--- src/rtl/uart_pkg.sv ---
// ---------------------------------------------------------------------------
// uart_pkg
// Shared definitions for the UART receive path.
//   rx_state_t      : receiver FSM state encoding
//   OVERSAMPLE      : s_tick pulses per bit period
//   START_MID       : tick index at the middle of the start bit
//   DEFAULT_DBIT    : default data bits per frame
//   DEFAULT_SB_TICK : default tick count of the stop period
// ---------------------------------------------------------------------------
package uart_pkg;

    localparam int OVERSAMPLE      = 16;
    localparam int START_MID       = 7;
    localparam int DEFAULT_DBIT    = 8;
    localparam int DEFAULT_SB_TICK = 16;

    typedef enum logic [2:0] {
        IDLE   = 3'd0,
        START  = 3'd1,
        DATA   = 3'd2,
        PARITY = 3'd3,
        STOP   = 3'd4
    } rx_state_t;

endpackage

--- src/rtl/uart_rx_deser_sync.sv ---
// ---------------------------------------------------------------------------
// rx_sync
// Two-flop synchronizer for the asynchronous serial line. Both flops reset
// to 1 so an idle line is seen during and right after reset.
//   clk   : clock
//   reset : synchronous, active-low
//   rx    : asynchronous serial input
//   rx_s  : synchronized copy of rx, 2 clk later
// ---------------------------------------------------------------------------
module rx_sync (
    input  logic clk,
    input  logic reset,
    input  logic rx,
    output logic rx_s
);

    logic meta;

    // Two back-to-back flops; the first may go metastable, the second gives
    // it a full clock to settle before anything downstream looks at it.
    always_ff @(posedge clk) begin
        if (!reset) begin
            meta <= 1'b1;
            rx_s <= 1'b1;
        end else begin
            meta <= rx;
            rx_s <= meta;
        end
    end

endmodule

--- src/rtl/uart_rx_deser.sv ---
// ---------------------------------------------------------------------------
// uart_rx_deser
// UART receive deserializer: 16x oversampling, start/stop validation and
// LSB-first word assembly. Feeds the receive FIFO directly.
// Optional parity checking is compiled in with the macro UART_RX_PARITY_EN.
//   clk          : clock
//   reset        : synchronous, active-low
//   rx           : asynchronous serial line, idle high
//   s_tick       : one-clk enable at 16x baud
//   dout         : last completed word
//   rx_done_tick : one-cycle pulse per completed frame (FIFO wr)
//   frame_err    : stop bit was low for the last completed frame
//   parity_err   : parity mismatch for the last completed frame
// ---------------------------------------------------------------------------
module uart_rx_deser
    import uart_pkg::*;
#(
    parameter int DBIT       = DEFAULT_DBIT,
    parameter int SB_TICK    = DEFAULT_SB_TICK,
    parameter int PARITY_ODD = 0
) (
    input  logic            clk,
    input  logic            reset,
    input  logic            rx,
    input  logic            s_tick,
    output logic [DBIT-1:0] dout,
    output logic            rx_done_tick,
    output logic            frame_err,
    output logic            parity_err
);

    // The tick counter must reach SB_TICK-1 in the stop state, so it grows
    // beyond 4 bits for 1.5 or 2 stop bits.
    localparam int S_W = (SB_TICK > OVERSAMPLE) ? $clog2(SB_TICK) : 4;
    localparam int N_W = (DBIT > 1) ? $clog2(DBIT) : 1;

    localparam logic [S_W-1:0] S_MID  = S_W'(START_MID);
    localparam logic [S_W-1:0] S_LAST = S_W'(OVERSAMPLE - 1);
    localparam logic [S_W-1:0] S_STOP = S_W'(SB_TICK - 1);
    localparam logic [N_W-1:0] N_LAST = N_W'(DBIT - 1);

    logic            rx_s;
    rx_state_t       state;
    logic [S_W-1:0]  s;
    logic [N_W-1:0]  n;
    logic [DBIT-1:0] b;

    rx_sync u_sync (
        .clk   (clk),
        .reset (reset),
        .rx    (rx),
        .rx_s  (rx_s)
    );

`ifdef UART_RX_PARITY_EN
    logic par_pend;
    logic par_err_reg;
    assign parity_err = par_err_reg;
`else
    assign parity_err = 1'b0;
`endif

    // Receiver FSM. Leaving IDLE is immediate on a low line; every other
    // state only moves on s_tick. Completion outputs are registered here so
    // rx_done_tick appears the cycle after the final stop tick.
    always_ff @(posedge clk) begin
        if (!reset) begin
            state        <= IDLE;
            s            <= '0;
            n            <= '0;
            b            <= '0;
            dout         <= '0;
            rx_done_tick <= 1'b0;
            frame_err    <= 1'b0;
`ifdef UART_RX_PARITY_EN
            par_pend     <= 1'b0;
            par_err_reg  <= 1'b0;
`endif
        end else begin
            rx_done_tick <= 1'b0;
            case (state)
                IDLE: begin
                    if (!rx_s) begin
                        s     <= '0;
                        state <= START;
                    end
                end
                START: begin
                    if (s_tick) begin
                        if (s == S_MID) begin
                            // A line that has gone high again by mid start
                            // bit was a glitch, not a frame.
                            if (!rx_s) begin
                                s     <= '0;
                                n     <= '0;
                                state <= DATA;
                            end else begin
                                state <= IDLE;
                            end
                        end else begin
                            s <= s + 1'b1;
                        end
                    end
                end
                DATA: begin
                    if (s_tick) begin
                        if (s == S_LAST) begin
                            b <= {rx_s, b[DBIT-1:1]};
                            s <= '0;
                            if (n == N_LAST) begin
`ifdef UART_RX_PARITY_EN
                                state <= PARITY;
`else
                                state <= STOP;
`endif
                            end else begin
                                n <= n + 1'b1;
                            end
                        end else begin
                            s <= s + 1'b1;
                        end
                    end
                end
`ifdef UART_RX_PARITY_EN
                PARITY: begin
                    if (s_tick) begin
                        if (s == S_LAST) begin
                            par_pend <= (^b) ^ rx_s ^ (PARITY_ODD != 0);
                            s        <= '0;
                            state    <= STOP;
                        end else begin
                            s <= s + 1'b1;
                        end
                    end
                end
`endif
                STOP: begin
                    if (s_tick) begin
                        if (s == S_STOP) begin
                            dout         <= b;
                            rx_done_tick <= 1'b1;
                            frame_err    <= ~rx_s;
`ifdef UART_RX_PARITY_EN
                            par_err_reg  <= par_pend;
`endif
                            state        <= IDLE;
                        end else begin
                            s <= s + 1'b1;
                        end
                    end
                end
                default: state <= IDLE;
            endcase
        end
    end

endmodule

--- config.mk ---
export PLATFORM = sky130hd
export DESIGN_NAME = uart_rx_deser
export DESIGN_NICKNAME = d
export VERILOG_FILES = /design/src/rtl/uart_pkg.sv /design/src/rtl/uart_rx_deser_sync.sv /design/src/rtl/uart_rx_deser.sv
export SDC_FILE = /design/constraint.sdc
export NUM_CORES = 1
export LEC_CHECK = 0
export BUFFER_PORTS_ARGS = -buffer_cell sky130_fd_sc_hd__buf_2
export CAP_MARGIN = 20
export CORE_MARGIN = 2
export CORE_UTILIZATION = 40
export CTS_CLUSTER_DIAMETER = 60
export DETAILED_ROUTE_END_ITERATION = 8
export SLEW_MARGIN = 30
export SYNTH_ARGS = -nofsm -noshare
export SYNTH_HDL_FRONTEND = slang
export SYNTH_SLANG_ARGS = --single-unit
--- constraint.sdc ---
create_clock -name clk -period 3.6 [get_ports clk]
set_clock_uncertainty 0.05 [all_clocks]
set_input_delay 0.18 -clock clk [delete_from_list [all_inputs] [get_ports clk]]
set_output_delay 0.18 -clock clk [all_outputs]
set_load 0.005 [all_outputs]
# == Word-level counts from Yosys, hierarchy flattened ==
# Cells that the tools add are included.
# classes
n_addsub,2
eq_ne,17
muxes,26
bitwise,1
reduce_logical,9
# op_table
op,n
$mux 3,14
$mux 4,7
$ne 2x2->1 const B,11
$pmux 4 s4,1
$pmux 3 s4,1
$reduce_and 3->1,3
$reduce_and 8->1,1
$reduce_and 7->1,1
$eq 3x3->1 const B,2
$pmux 3 s2,1
$reduce_and 5->1,1
$add 4x1->4 const B,1
$eq 4x3->1 const B,1
$eq 4x4->1 const B,1
$reduce_bool 4->1,1
$add 3x1->3 const B,1
$eq 3x1->1 const B,1
$eq 3x2->1 const B,1
$logic_not 3->1,1
$mux 2,1
$reduce_bool 2->1,1
$mux 1,1
$not 1->1,1
# word_totals
register_bits,30
input_bits,4
elab_cells,64

# == Longest topological paths before layout ==
# Gate-level depths: netlist of run 1.
# depth
ltp_word,5
mapped_depth,6
depth_no_buf,6

# == Modules after synthesis ==
# Synthesis of run 1 repeated with hierarchy kept, for this count alone.
# unflattened
hier_cells,160
area_unflattened_um2,1507.7
# by_module_without_submodules
mod,instances,cells_each,area_each_um2
uart_rx_deser,1,156,1455.1
rx_sync,1,4,52.6

# == Worst setup path after synthesis of run 1 ==
# Ideal clock, no wire load.
# synth_path
path_type,reg2reg
start,register n[0]
end,register n[0]
setup_ns,0.070
arrival_time_ns,1.606
required_time_ns,3.480
setup_slack_ns,1.874
path_stages_with_launch,7
n_path_buf,0
cell_sequence,dfxtp_1 -> ha_1 -> ha_1 -> and4bb_2 -> o221ai_2 -> or4_1 -> a21oi_1
# synth_between
elab_chain_len,5
word_cells_on_any_way,8
classes_between,add/sub (1); eq/ne (2); mux (4); reduce/logical (1)
# synth_lines
item,line,rtl
from (decl),uart_rx_deser.sv:45,logic [N_W-1:0] n;
from (signal assigned),uart_rx_deser.sv:117,n <= n + 1'b1;
$add 3x1->3,uart_rx_deser.sv:117,
$mux 3,uart_rx_deser.sv:110,if (n == N_LAST) begin
$mux 3,uart_rx_deser.sv:107,if (s == S_LAST) begin
$mux 3,uart_rx_deser.sv:106,if (s_tick) begin
$pmux 3 s2,uart_rx_deser.sv:81,case (state)
# Parallel ways exist; a longest one is shown, timed or not. The select of a mux whose other input is x is not followed.
# A chain may end at the register's enable or synchronous reset.

# == Worst setup path in the final report of run 1 ==
# layout_path
start,register state[1]
end,register b[6]
# layout_between
elab_chain_len,2
# layout_lines
item,line,rtl
from (decl),uart_rx_deser.sv:43,rx_state_t state;
from (signal assigned),uart_rx_deser.sv:68,state <= IDLE;
from (signal assigned),uart_rx_deser.sv:85,state <= START;
from (signal assigned),uart_rx_deser.sv:96,state <= DATA;
$eq 3x2->1,uart_rx_deser.sv:81,
$reduce_and 3->1 (no source line),n/a,
to (signal assigned),uart_rx_deser.sv:108,"b <= {rx_s, b[DBIT-1:1]};"
to (decl),uart_rx_deser.sv:46,logic [DBIT-1:0] b;
# Every way passes these cells.

==> results of run 1 <==
## power breakdown
group          leakage [nW]  switching, mW  internal [mW]
Combinational         0.409         0.0460         0.0321
Clock                0.0579          0.124          0.203
Sequential            0.242         0.0155          0.338
## cell families (layout without fill, tap and decap cells)
logic type	count (synthesis)	count (layout)	share of synthesized area
and+or+nand+nor	57	57	0.212
AOI/OAI and AO/OA	31	31	0.166
DFF	30	30	0.404
muxes	18	18	0.122
buffers and inverters	17	28	0.0572
adders and majority gates	3	3	0.0252
xor gates and xnor gates	2	2	0.0118
other	1	1	0.00252
## cell usage in the layout, fill, tap and decap left out, drive strengths merged, types with 4 or more instances in the layout
cell type / instances
or2: 4
inv: 7
nand2b: 4
dfxtp: 30
nor2: 21
clkbuf: 5
o21ai: 4
a21oi: 8
nand4: 5
buf: 13
nand2: 7
mux2i: 17
## stage by stage
stage               std cells  setup slack, ps  instance area, µm²
detailed placement        210             1280                1550
CTS                       218             1260                1660
floorplan                 159             1870                1490
global placement          210             1350                1550
global route              218             1070                1660
finish                    218             1250                1660
## routing by layer
layer  share of wire  GRT usage  up-vias  wire (µm)
met4           0.019     0.0878        0         58
met1            0.48      0.201      556       1430
met2            0.46      0.247       22       1380
li1                -          -      589          -
met5               0          0        -          0
met3           0.037     0.0503        6        109
## sequential cells by signal, summed over array words and instances (netlist names)
name,cells
state,3
u_sync.rx_s,1
frame_err,1
dout,8
n,3
rx_done_tick,1
s,4
b,8
u_sync.meta,1
## worst paths after layout
path | to | depth (start not counted) | startpoint
worst max register to register | b[6] | 4 | state[1]
worst min-delay path | u_sync.meta | 2 | rx
worst min register to register | u_sync.rx_s | 1 | u_sync.meta
worst max-delay path | b[6] | 4 | state[1]
## area by class of cell
type | instances | area [µm²] | share of cell area
multi-input cells | 112 | 802 | 0.482
flip-flops and latches | 30 | 601 | 0.361
clock buffers | 5 | 68.8 | 0.0414
repair buffers | 13 | 65.1 | 0.0391
well taps | 48 | 60.1 | 0.0361
clock inverters | 3 | 40.0 | 0.0241
inverters | 7 | 26.3 | 0.0158
==> metrics.sh, run 1 <==
RUN_STATUS='completed'
POST_SYNTH_INSTANCE_AREA_UM2=1490
TIMING_WORST_SLEW_PIN_VALUE_PS=741
ALL_LAYER_GR_USAGE=0.161
CTS.REPAIR.RESIZED=0
PORTION_OF_THE_POST_SYNTHESIS_AREA_USED_BY_SEQUENTIAL_ELEMENTS=0.404
RELSLEWSLACK=0.505
GP_CONGESTION=0.920
WORST_EP_REQUIRED_TIME_PS=3680
MIN_PERIOD_PS=2350
SYNTH_NETS=166
CRITICAL_PATH.ENDPOINT_TYPE='flip-flop'
GRT_SETUP_UNREPAIRED='false'
POST_CTS_SETUP_BUFFERS=0
TRITONCTS='built'
CTS.ROOT.BUFFER_CELL='clkbuf_8'
DPL.HPWL_UM=2100
FLOORPLAN.DIE_AREA_UM2=4220
SYNTHTOLAYOUTAREAGROWTH_PCT=11.8
PLACEMENTROWS=22
AVGSYNTHCELLAREA_UM2=9.36
POSTSYNTH.TOPFLOPCELL='dfxtp_1'
ROUTE.DETAILED.WL_PER_INST_UM=13.7
WORST_IR_DROP_VDD_mV=0.339
POST-ROUTE-PERIOD-UTIL=0.653
ROUTE.DETAILED.VIAS_PER_INST=5.38
DIE_H_UM=65.0
ROUTED-VIA-COUNT=1173
POWER_TOTAL_uW=759
DRT_FIRST_PASS_ITERS=4
MAX_STAGE_DELAY_PS=670
WORST_EP_ARRIVAL_TIME_PS=2430
WORST_HOLD_PATH_TYPE='in2reg'
SYNTH.CELLS.MOST_FREQUENT='dfxtp_1 (30), nor2_1 (21), mux2i_1 (17)'
ANTENNA_LEFT=0
N_ANTENNA_CELL=0
YOSYS_WARNINGS=0
ASYNC_RESET_FF_FRAC=0
CP_CLASS='reg2reg'
CTS_BUFFER_DEPTH=2
SYNTH_TOP_CELLS_BY_AREA='dfxtp_1 (40%), mux2i_1 (11%), nor2_1 (5.3%)'
HTREEDEPTH=2
NUMCTSBUFFERS=5
FINALSETUPTNS_PS=0
DRT-INITIAL-DRC-COUNT=29
CTS_HOLD_BUFFERS=0
POST-SYNTH-TOP-AREA-FRACTION=0.404
ANTENNA_VIOLATIONS_BEFORE_REPAIR=0
WORSTPATHCELLLIST='nor3b_1, and3_1, mux2i_1, nor2_1'
CRITPATHBUFINV=0
SYNTHCELLS=159
FINAL_CORE_UTIL=0.461
TIMING_MAX_TRANSITION_VIOLATIONS_FINAL=0
SYNTH_EDF_COUNT=0
SHARE_OF_CELLS_ABOVE_DRIVE_STRENGTH_1=0.182
SYNTH_LARGEST_AREA_CELL='dfxtp_1'
CLK_TRANSITION_REPORTED_PATHS_PS=60
EFFECTIVE_UTILIZATION_AT_FLOORPLAN=0.413
MAXIMUM_NUMBER_OF_PINS_ON_ONE_NET_BEFORE_GLOBAL_ROUTE_REPAIR=26
HOLD_VIOLATIONS=0
CTS.SINK_COUNT=30
POST_ROUTE_WL_UM=2980
POWER-PER-CELL-AREA_nW_PER_UM2=457
ACHIEVABLE-FREQUENCY_GHz=0.425
POST_SYNTH_NUM_CELL_TYPES=46
POSTSYNTHREGISTERBITS=30
DOMINANT_CELL_BY_COUNT_IN_THE_SYNTHESIZED_NETLIST='dfxtp_1'
GRT_PASS1_WL_UM=5200
FINALHOLDWORSTSLACK_PS=43.9
INSERTION_DELAY_PS=280
KIND_OF_CELL_ADDING_THE_MOST_DELAY_TO_THE_CRITICAL_PATH='simple AND/OR/NAND/NOR gates'
TIMING.MAX_CAP.VIOLATIONS=0
NUMPORTBUFFERS=13
CRIT_PATH_MAX_FANOUT=15
NUM_IO_PINS=15
SETUP_SLACK_OF_THE_MOST_CRITICAL_REG_TO_REG_PATH_PS=1250
CHIPWIDTH_UM=65.0
FIRST_GLOBAL_VIAS=1135
FP.COREAREA_UM2=3610
GRT_OVERFLOW_TOTAL=0
TIMING.CRITICAL_PATH.FROM_TYPE='flip-flop'
STATIC-LEAKAGE-POWER_nW=0.709
NFILLCELLS=342
DETAIL_ROUTE.DRC_VIOLATIONS=0
CRIT_PATH_TOP_DELAY_CELL='dfxtp_1'
TIMING.FINAL.SETUP_VIOLATIONS=0
FIN_NETS=176
No activity file was read; power rests on OpenSTA's default activity.
==> run 2: changes to the inputs <==
==> constraint.sdc (replaced) <==
create_clock -name clk -period 1.9 [get_ports clk]
set_clock_uncertainty 0.05 [all_clocks]
set_input_delay 0.095 -clock clk [delete_from_list [all_inputs] [get_ports clk]]
set_output_delay 0.095 -clock clk [all_outputs]
set_load 0.005 [all_outputs]
==> metrics.sh, run 2 (same netlist as run 1, synthesis figures left out) <==
CTS.SINK_COUNT=30  # unchanged
P_SW_FRAC=0.276  # was 0.245
CRITICAL_PATH.ENDPOINT_TYPE='flip-flop'  # unchanged
HOLD-PATH-CELL-COUNT=2  # unchanged
PWR-SHARE-SEQ=0.503  # was 0.465
FINALSETUPTNS_PS=0  # unchanged
MIN_PERIOD_PS=1830  # was 2350 ps
ROUTED-VIA-COUNT=1195  # was 1,173
POWER_TOTAL_mW=1.33  # was 759 µW
GP_CONGESTION=0.893  # was 0.920
HTREEDEPTH=2  # unchanged
FINAL_CRITICAL_PATH_SETUP_SLACK_PS=69.5  # was 1250 ps
CRIT_PATH_MAX_FANOUT=6  # was 15
RR_STARTPOINT='n[0]'  # was state[1]
PLACEMENTROWS=22  # unchanged
WORST_EP_ARRIVAL_TIME_PS=1990  # was 2430 ps
FLOORPLAN.DIE_AREA_UM2=4220  # unchanged
GRT_SETUP_UNREPAIRED='false'  # unchanged
WORST_IR_DROP_VDD_mV=0.598  # was 0.339 mV
N_ANTENNA_CELL=0  # unchanged
MULTIINPUTGATEAREA_UM2=817  # was 802 µm²
GRT_PASS1_WL_UM=5120  # was 5200 µm
DRT_FIRST_PASS_ITERS=4  # unchanged
FP.COREAREA_UM2=3610  # unchanged
HOLD_PATH_STARTPOINT='reset'  # was rx
NFILLCELLS=347  # was 342
TIMING.MAX_CAP.VIOLATIONS=0  # unchanged
SETUP_SLACK_OF_THE_MOST_CRITICAL_REG_TO_REG_PATH_PS=70  # was 1250 ps
R2R-END='n[0]'  # was b[6]
HOLD_VIOLATIONS=0  # unchanged
LAYOUT.CELLS.MOST_COMMON_LIST='dfxtp_1 (28), nor2_1 (21), mux2i_1 (17), buf_2 (13), a21oi_1 (8)'  # was dfxtp_1 (30), nor2_1 (21), mux2i_1 (17), buf_2 (13), a21oi_1 (8)
POSTPLACECELLAREA_UM2=1600  # was 1550 µm²
CLOCK_SHARE_OF_POWER=0.383  # was 0.432
LAYOUT.AREA.SEQ_UM2=603  # was 601 µm²
P_INT_uW=965  # was 573 µW
DETAIL_ROUTE.DRC_VIOLATIONS=0  # unchanged
CTS_BUFFER_DEPTH=2  # unchanged
POWER-PER-CELL-AREA_nW_PER_UM2=775  # was 457 nW/µm²
ROUTE.DETAILED.WL_PER_INST_UM=13.0  # was 13.7 µm
WORST_EP_REQUIRED_TIME_PS=2060  # was 3680 ps
DESIGN_AREA_UM2=1720  # was 1660 µm²
DRT-INITIAL-DRC-COUNT=36  # was 29
PRECTSSETUPSLACK_PS=59.5  # was 1280 ps
SHARE_OF_CELLS_ABOVE_DRIVE_STRENGTH_1=0.222  # was 0.182
CHIPWIDTH_UM=65.0  # unchanged
FINAL_CORE_UTIL=0.477  # was 0.461
CTS.ROOT.BUFFER_CELL='clkbuf_8'  # unchanged
POST_ROUTE_WL_UM=2910  # was 2980 µm
RUN_STATUS='completed'  # unchanged
FIN_NETS=182  # was 176
DIE_H_UM=65.0  # unchanged
TIMING.CRITICAL_PATH.FROM_TYPE='flip-flop'  # unchanged
NUMPORTBUFFERS=13  # unchanged
REG.LARGEST.LIST='b x8, dout x8, s x4'  # unchanged
WORSTHOLDENDPOINT='u_sync.meta'  # unchanged
POST_CTS_SETUP_BUFFERS=0  # unchanged
DPL.HPWL_UM=2100  # about the same
ROUTE.DETAILED.VIAS_PER_INST=5.33  # was 5.38
NUM_IO_PINS=15  # unchanged
TIMING_MAX_TRANSITION_VIOLATIONS_FINAL=0  # unchanged
WORST_R2R_PATH_DEPTH=6  # was 4
CP_CLASS='reg2reg'  # unchanged
FIRST_GLOBAL_VIAS=1157  # was 1,135
ACHIEVABLE-FREQUENCY_GHz=0.546  # was 0.425 GHz
CLK_TRANSITION_REPORTED_PATHS_PS=70  # was 60 ps
STATIC-LEAKAGE-POWER_nW=0.726  # was 0.709 nW
GRT_OVERFLOW_TOTAL=0  # unchanged
MAXIMUM_NUMBER_OF_PINS_ON_ONE_NET_BEFORE_GLOBAL_ROUTE_REPAIR=25  # was 26
WORST_HOLD_PATH_TYPE='in2reg'  # unchanged
SYNTHTOLAYOUTAREAGROWTH_PCT=15.7  # was 11.8%
ANTENNA_VIOLATIONS_BEFORE_REPAIR=0  # unchanged
ALL_LAYER_GR_USAGE=0.158  # was 0.161
ANTENNA_LEFT=0  # unchanged
POST-ROUTE-PERIOD-UTIL=0.963  # was 0.653
LAYOUT_COMMONEST_CELL='dfxtp_1'  # unchanged
EFFECTIVE_UTILIZATION_AT_FLOORPLAN=0.413  # unchanged
TRITONCTS='built'  # unchanged
SWITCHING_POWER_TOTAL_uW=369  # was 186 µW
TIMING.FINAL.SETUP_VIOLATIONS=0  # unchanged
NUMCTSBUFFERS=5  # unchanged
INSERTION_DELAY_PS=280  # about the same
POWER_FRAC_COMB=0.115  # was 0.103
[run 2: per-stage QoR]
step | hold slack [ps] | std cells
finish | 13.7 | 224
global route | 26.7 | 224
CTS | 6.61 | 224
detailed placement | 231 | 215
global placement | 230 | 215
floorplan | 118 | 159
[run 2: per-layer routing]
metal / share of wire / wire length [µm] / up-vias / global-route usage
li1: - / - / 607 / -
met4: 0.010 / 30 / 0 / 0.0559
met5: 0 / 0 / - / 0
met1: 0.48 / 1390 / 565 / 0.187
met3: 0.042 / 121 / 5 / 0.0503
met2: 0.47 / 1360 / 18 / 0.265
[run 2: area by class of cell]
class	count	area share
tap	48	0.0349
clock inverter	3	0.0124
inverter	7	0.0153
timing repair buffer	19	0.0727
clock buffer	5	0.0400
sequential	30	0.350
multi-input combinational	112	0.475
[run 2: power groups by stage]
stage	logic, mW	clock network, mW	registers, mW
detailed placement	0.147	0	0.682
CTS	0.149	0.523	0.668
global route	0.170	0.544	0.672
finish	0.153	0.510	0.671
floorplan	0.129	0	0.665
global placement	0.144	0	0.682
[run 2: worst max path at each step]
stage / startpoint / end / slack (ps) / cells past startpoint
floorplan: n[0] / n[0] / 170 / 6
global placement: n[0] / n[0] / 140 / 6
detailed placement: n[0] / n[0] / 60 / 6
CTS: n[0] / n[0] / 40 / 6
global route: n[0] / n[0] / 10 / 6
finish: n[0] / n[0] / 70 / 6
[run 2: repair_timing]
item	in CTS	in global routing
endpoints found under the hold margin	1	0
setup endpoints to repair	0	12
hold buffers	1	0
resized for setup	0	5
[run 2: critical path, cell delays in order, from the launching register on]
cell      delay (ps)
dfxtp_1          330
ha_1             200
ha_1             200
and4bb_2         320
o221ai_4         120
or4_1            420
a21oi_1          130
==> run 3: changes to the inputs <==
--- a/config.mk
+++ b/config.mk
@@ -11,6 +11,7 @@
 export CORE_UTILIZATION = 40
 export CTS_CLUSTER_DIAMETER = 60
 export DETAILED_ROUTE_END_ITERATION = 8
+export GPL_TIMING_DRIVEN = 0
 export SLEW_MARGIN = 30
 export SYNTH_ARGS = -nofsm -noshare
 export SYNTH_HDL_FRONTEND = slang
==> metrics.sh, run 3 (same netlist as run 1, synthesis figures left out) <==
FIN_NETS=188  # was 182
DPL.HPWL_UM=2170  # was 2100 µm
ROUTE.MET3.WL_UM=172  # was 121 µm
LAYOUT.CELLS.MOST_COMMON_LIST='dfxtp_1 (29), nor2_1 (21), buf_2 (18), mux2i_1 (17)'  # was dfxtp_1 (28), nor2_1 (21), mux2i_1 (17), buf_2 (13), a21oi_1 (8)
GRT_OVERFLOW_TOTAL=0  # unchanged
TIMING.CRITICAL_PATH.FROM_TYPE='flip-flop'  # unchanged
FP.COREAREA_UM2=3610  # unchanged
N_ANTENNA_CELL=0  # unchanged
POST-ROUTE-PERIOD-UTIL=0.974  # was 0.963
POST_ROUTE_WL_UM=3000  # was 2910 µm
WORST_HOLD_PATH_TYPE='in2reg'  # unchanged
POWER_FRAC_COMB=0.119  # was 0.115
HTREEDEPTH=2  # unchanged
NUMPLACEDINSTANCES=220  # was 215
TIMING.MAX_CAP.VIOLATIONS=0  # unchanged
POWER-PER-CELL-AREA_nW_PER_UM2=814  # was 775 nW/µm²
MIN_PERIOD_PS=1850  # was 1830 ps
CTS.SINK_COUNT=30  # unchanged
NUMCTSBUFFERS=5  # unchanged
FIRST_GLOBAL_VIAS=1201  # was 1,157
P_INT_mW=1.10  # was 965 µW
P_SW_FRAC=0.236  # was 0.276
CTS.ROOT.BUFFER_CELL='clkbuf_8'  # unchanged
DRT-INITIAL-DRC-COUNT=32  # was 36
MULTIINPUTGATEAREA_UM2=833  # was 817 µm²
MAXIMUM_NUMBER_OF_PINS_ON_ONE_NET_BEFORE_GLOBAL_ROUTE_REPAIR=11  # was 25
WORST_EP_ARRIVAL_TIME_PS=2000  # was 1990 ps
SWITCHING_POWER_TOTAL_uW=340  # was 369 µW
TIMING_MAX_TRANSITION_VIOLATIONS_FINAL=0  # unchanged
DESIGN_AREA_UM2=1770  # was 1720 µm²
TRITONCTS='built'  # unchanged
SYNTHTOLAYOUTAREAGROWTH_PCT=18.9  # was 15.7%
RELSLEWSLACK=0.647
CP_CLASS='reg2reg'  # unchanged
DETAIL_ROUTE.DRC_VIOLATIONS=0  # unchanged
WORST_IR_DROP_VDD_mV=0.570  # was 0.598 mV
ANTENNA_VIOLATIONS_BEFORE_REPAIR=0  # unchanged
MET2_WIRELENGTH_UM=1390  # was 1360 µm
NUMPORTBUFFERS=13  # unchanged
CLK_TRANSITION_REPORTED_PATHS_PS=60  # was 70 ps
FINAL-INSTANCE-COUNT-EXCL-FILL=230  # was 224
DRT_FIRST_PASS_ITERS=4  # unchanged
TIMING_WORST_SLEW_PIN_VALUE_PS=528
NUM_IO_PINS=15  # unchanged
CHIPWIDTH_UM=65.0  # unchanged
EFFECTIVE_UTILIZATION_AT_FLOORPLAN=0.413  # unchanged
STATIC-LEAKAGE-POWER_nW=0.755  # was 0.726 nW
FINALSETUPTNS_PS=0  # unchanged
FLOORPLAN.DIE_AREA_UM2=4220  # unchanged
PLACEMENTROWS=22  # unchanged
TIMING.FINAL.SETUP_VIOLATIONS=0  # unchanged
M1WIRELENGTH_UM=1410  # was 1390 µm
GRT_PASS1_WL_UM=5140  # was 5120 µm
NFILLCELLS=334  # was 347
ROUTE.DETAILED.VIAS_PER_INST=5.35  # was 5.33
ACHIEVABLE-FREQUENCY_GHz=0.540  # was 0.546 GHz
SHARE_OF_CELLS_ABOVE_DRIVE_STRENGTH_1=0.247  # was 0.222
ROUTE.TOP_LAYER_USED='met4'  # unchanged
GP_CONGESTION=0.918  # was 0.893
LAYOUT_COMMONEST_CELL='dfxtp_1'  # unchanged
HOLD_VIOLATIONS=0  # unchanged
CRIT_PATH_MAX_FANOUT=3  # was 6
ROUTED-VIA-COUNT=1231  # was 1,195
PWR-SHARE-SEQ=0.457  # was 0.503
REG.LARGEST.LIST='b x8, dout x8, s x4'  # unchanged
RUN_STATUS='completed'  # unchanged
CRITICAL_PATH.ENDPOINT_TYPE='flip-flop'  # unchanged
CTS_BUFFER_DEPTH=2  # unchanged
INSERTION_DELAY_PS=270  # was 280 ps
ANTENNA_LEFT=0  # unchanged
WORST_EP_REQUIRED_TIME_PS=2050  # was 2060 ps
ROUTE.DETAILED.WL_PER_INST_UM=13.1  # was 13.0 µm
DIE_H_UM=65.0  # unchanged
CLOCK_SHARE_OF_POWER=0.424  # was 0.383
ALL_LAYER_GR_USAGE=0.153  # was 0.158
POSTPLACECELLAREA_UM2=1610  # was 1600 µm²
LAYOUT.AREA.SEQ_UM2=602  # was 603 µm²
==> run 3: changes by cell type in the layout (fill, tap and decap cells not counted), sizes merged <==
cell and delta:
buf +4, bufinv +1, clkbuf +4, clkinv -2
clkinvlp -1
==> run 3: worst paths after layout <==
kind	cells after the start	endpoint	slack, ps	from
worst max-delay path	6	n[0]	50	n[0]
worst min-delay path	2	u_sync.rx_s	30	reset
worst max register to register	6	n[0]	50	n[0]
worst min register to register	1	u_sync.rx_s	370	u_sync.meta
==> run 3: metal layers <==
metal  vias to the layer above  global-route usage
li1                        613                   -
met1                       576               0.183
met2                        38               0.259
met3                         4              0.0451
met4                         0              0.0559
met5                         -                   0
==> run 3: layout make-up <==
type / instances / share of cell area
timing repair buffer: 15 / 0.0467
inverter: 7 / 0.0149
sequential: 30 / 0.340
clock buffer: 7 / 0.0431
multi-input combinational: 112 / 0.471
tap: 48 / 0.0339
clock inverter: 1 / 0.0170
buffer: 10 / 0.0332
==> run 3: stage by stage <==
| step | hold slack [ps] | power [mW] | util | setup slack [ps] |
|---|---|---|---|---|
| final | 28.2 | 1.44 | 0.491 | 49.7 |
| after global routing | 45.5 | 1.49 | 0.491 | -20.3 |
| after CTS | 27.6 | 1.44 | 0.480 | 1.53 |
| after detailed placement | 246 | 0.834 | 0.447 | 25.6 |
| after global placement | 230 | 0.833 | 0.447 | 66.5 |
| after floorplan | 118 | 0.794 | - | 174 |
==> run 3: what timing repair did <==
item	4_1_cts	5_1_grt
hold buffers	1	0
setup endpoints to repair	0	12
gates resized for setup	0	8
endpoints found under the hold margin	1	0
setup buffers	0	1
==> run 3: worst max-delay path: stages, from the launching register on <==
cell and delay (ps):
dfxtp_2 330, ha_2 180, ha_2 170, and4bb_2 310
o221ai_4 110, or4_4 490, a21oi_2 140
==> run 3: power by group through the flow <==
stage	clock network [mW]	logic, mW	registers (mW)
after floorplan	0	0.129	0.665
after global placement	0	0.163	0.670
after detailed placement	0	0.164	0.670
after global routing	0.646	0.190	0.658
after CTS	0.622	0.166	0.656
final	0.610	0.172	0.658
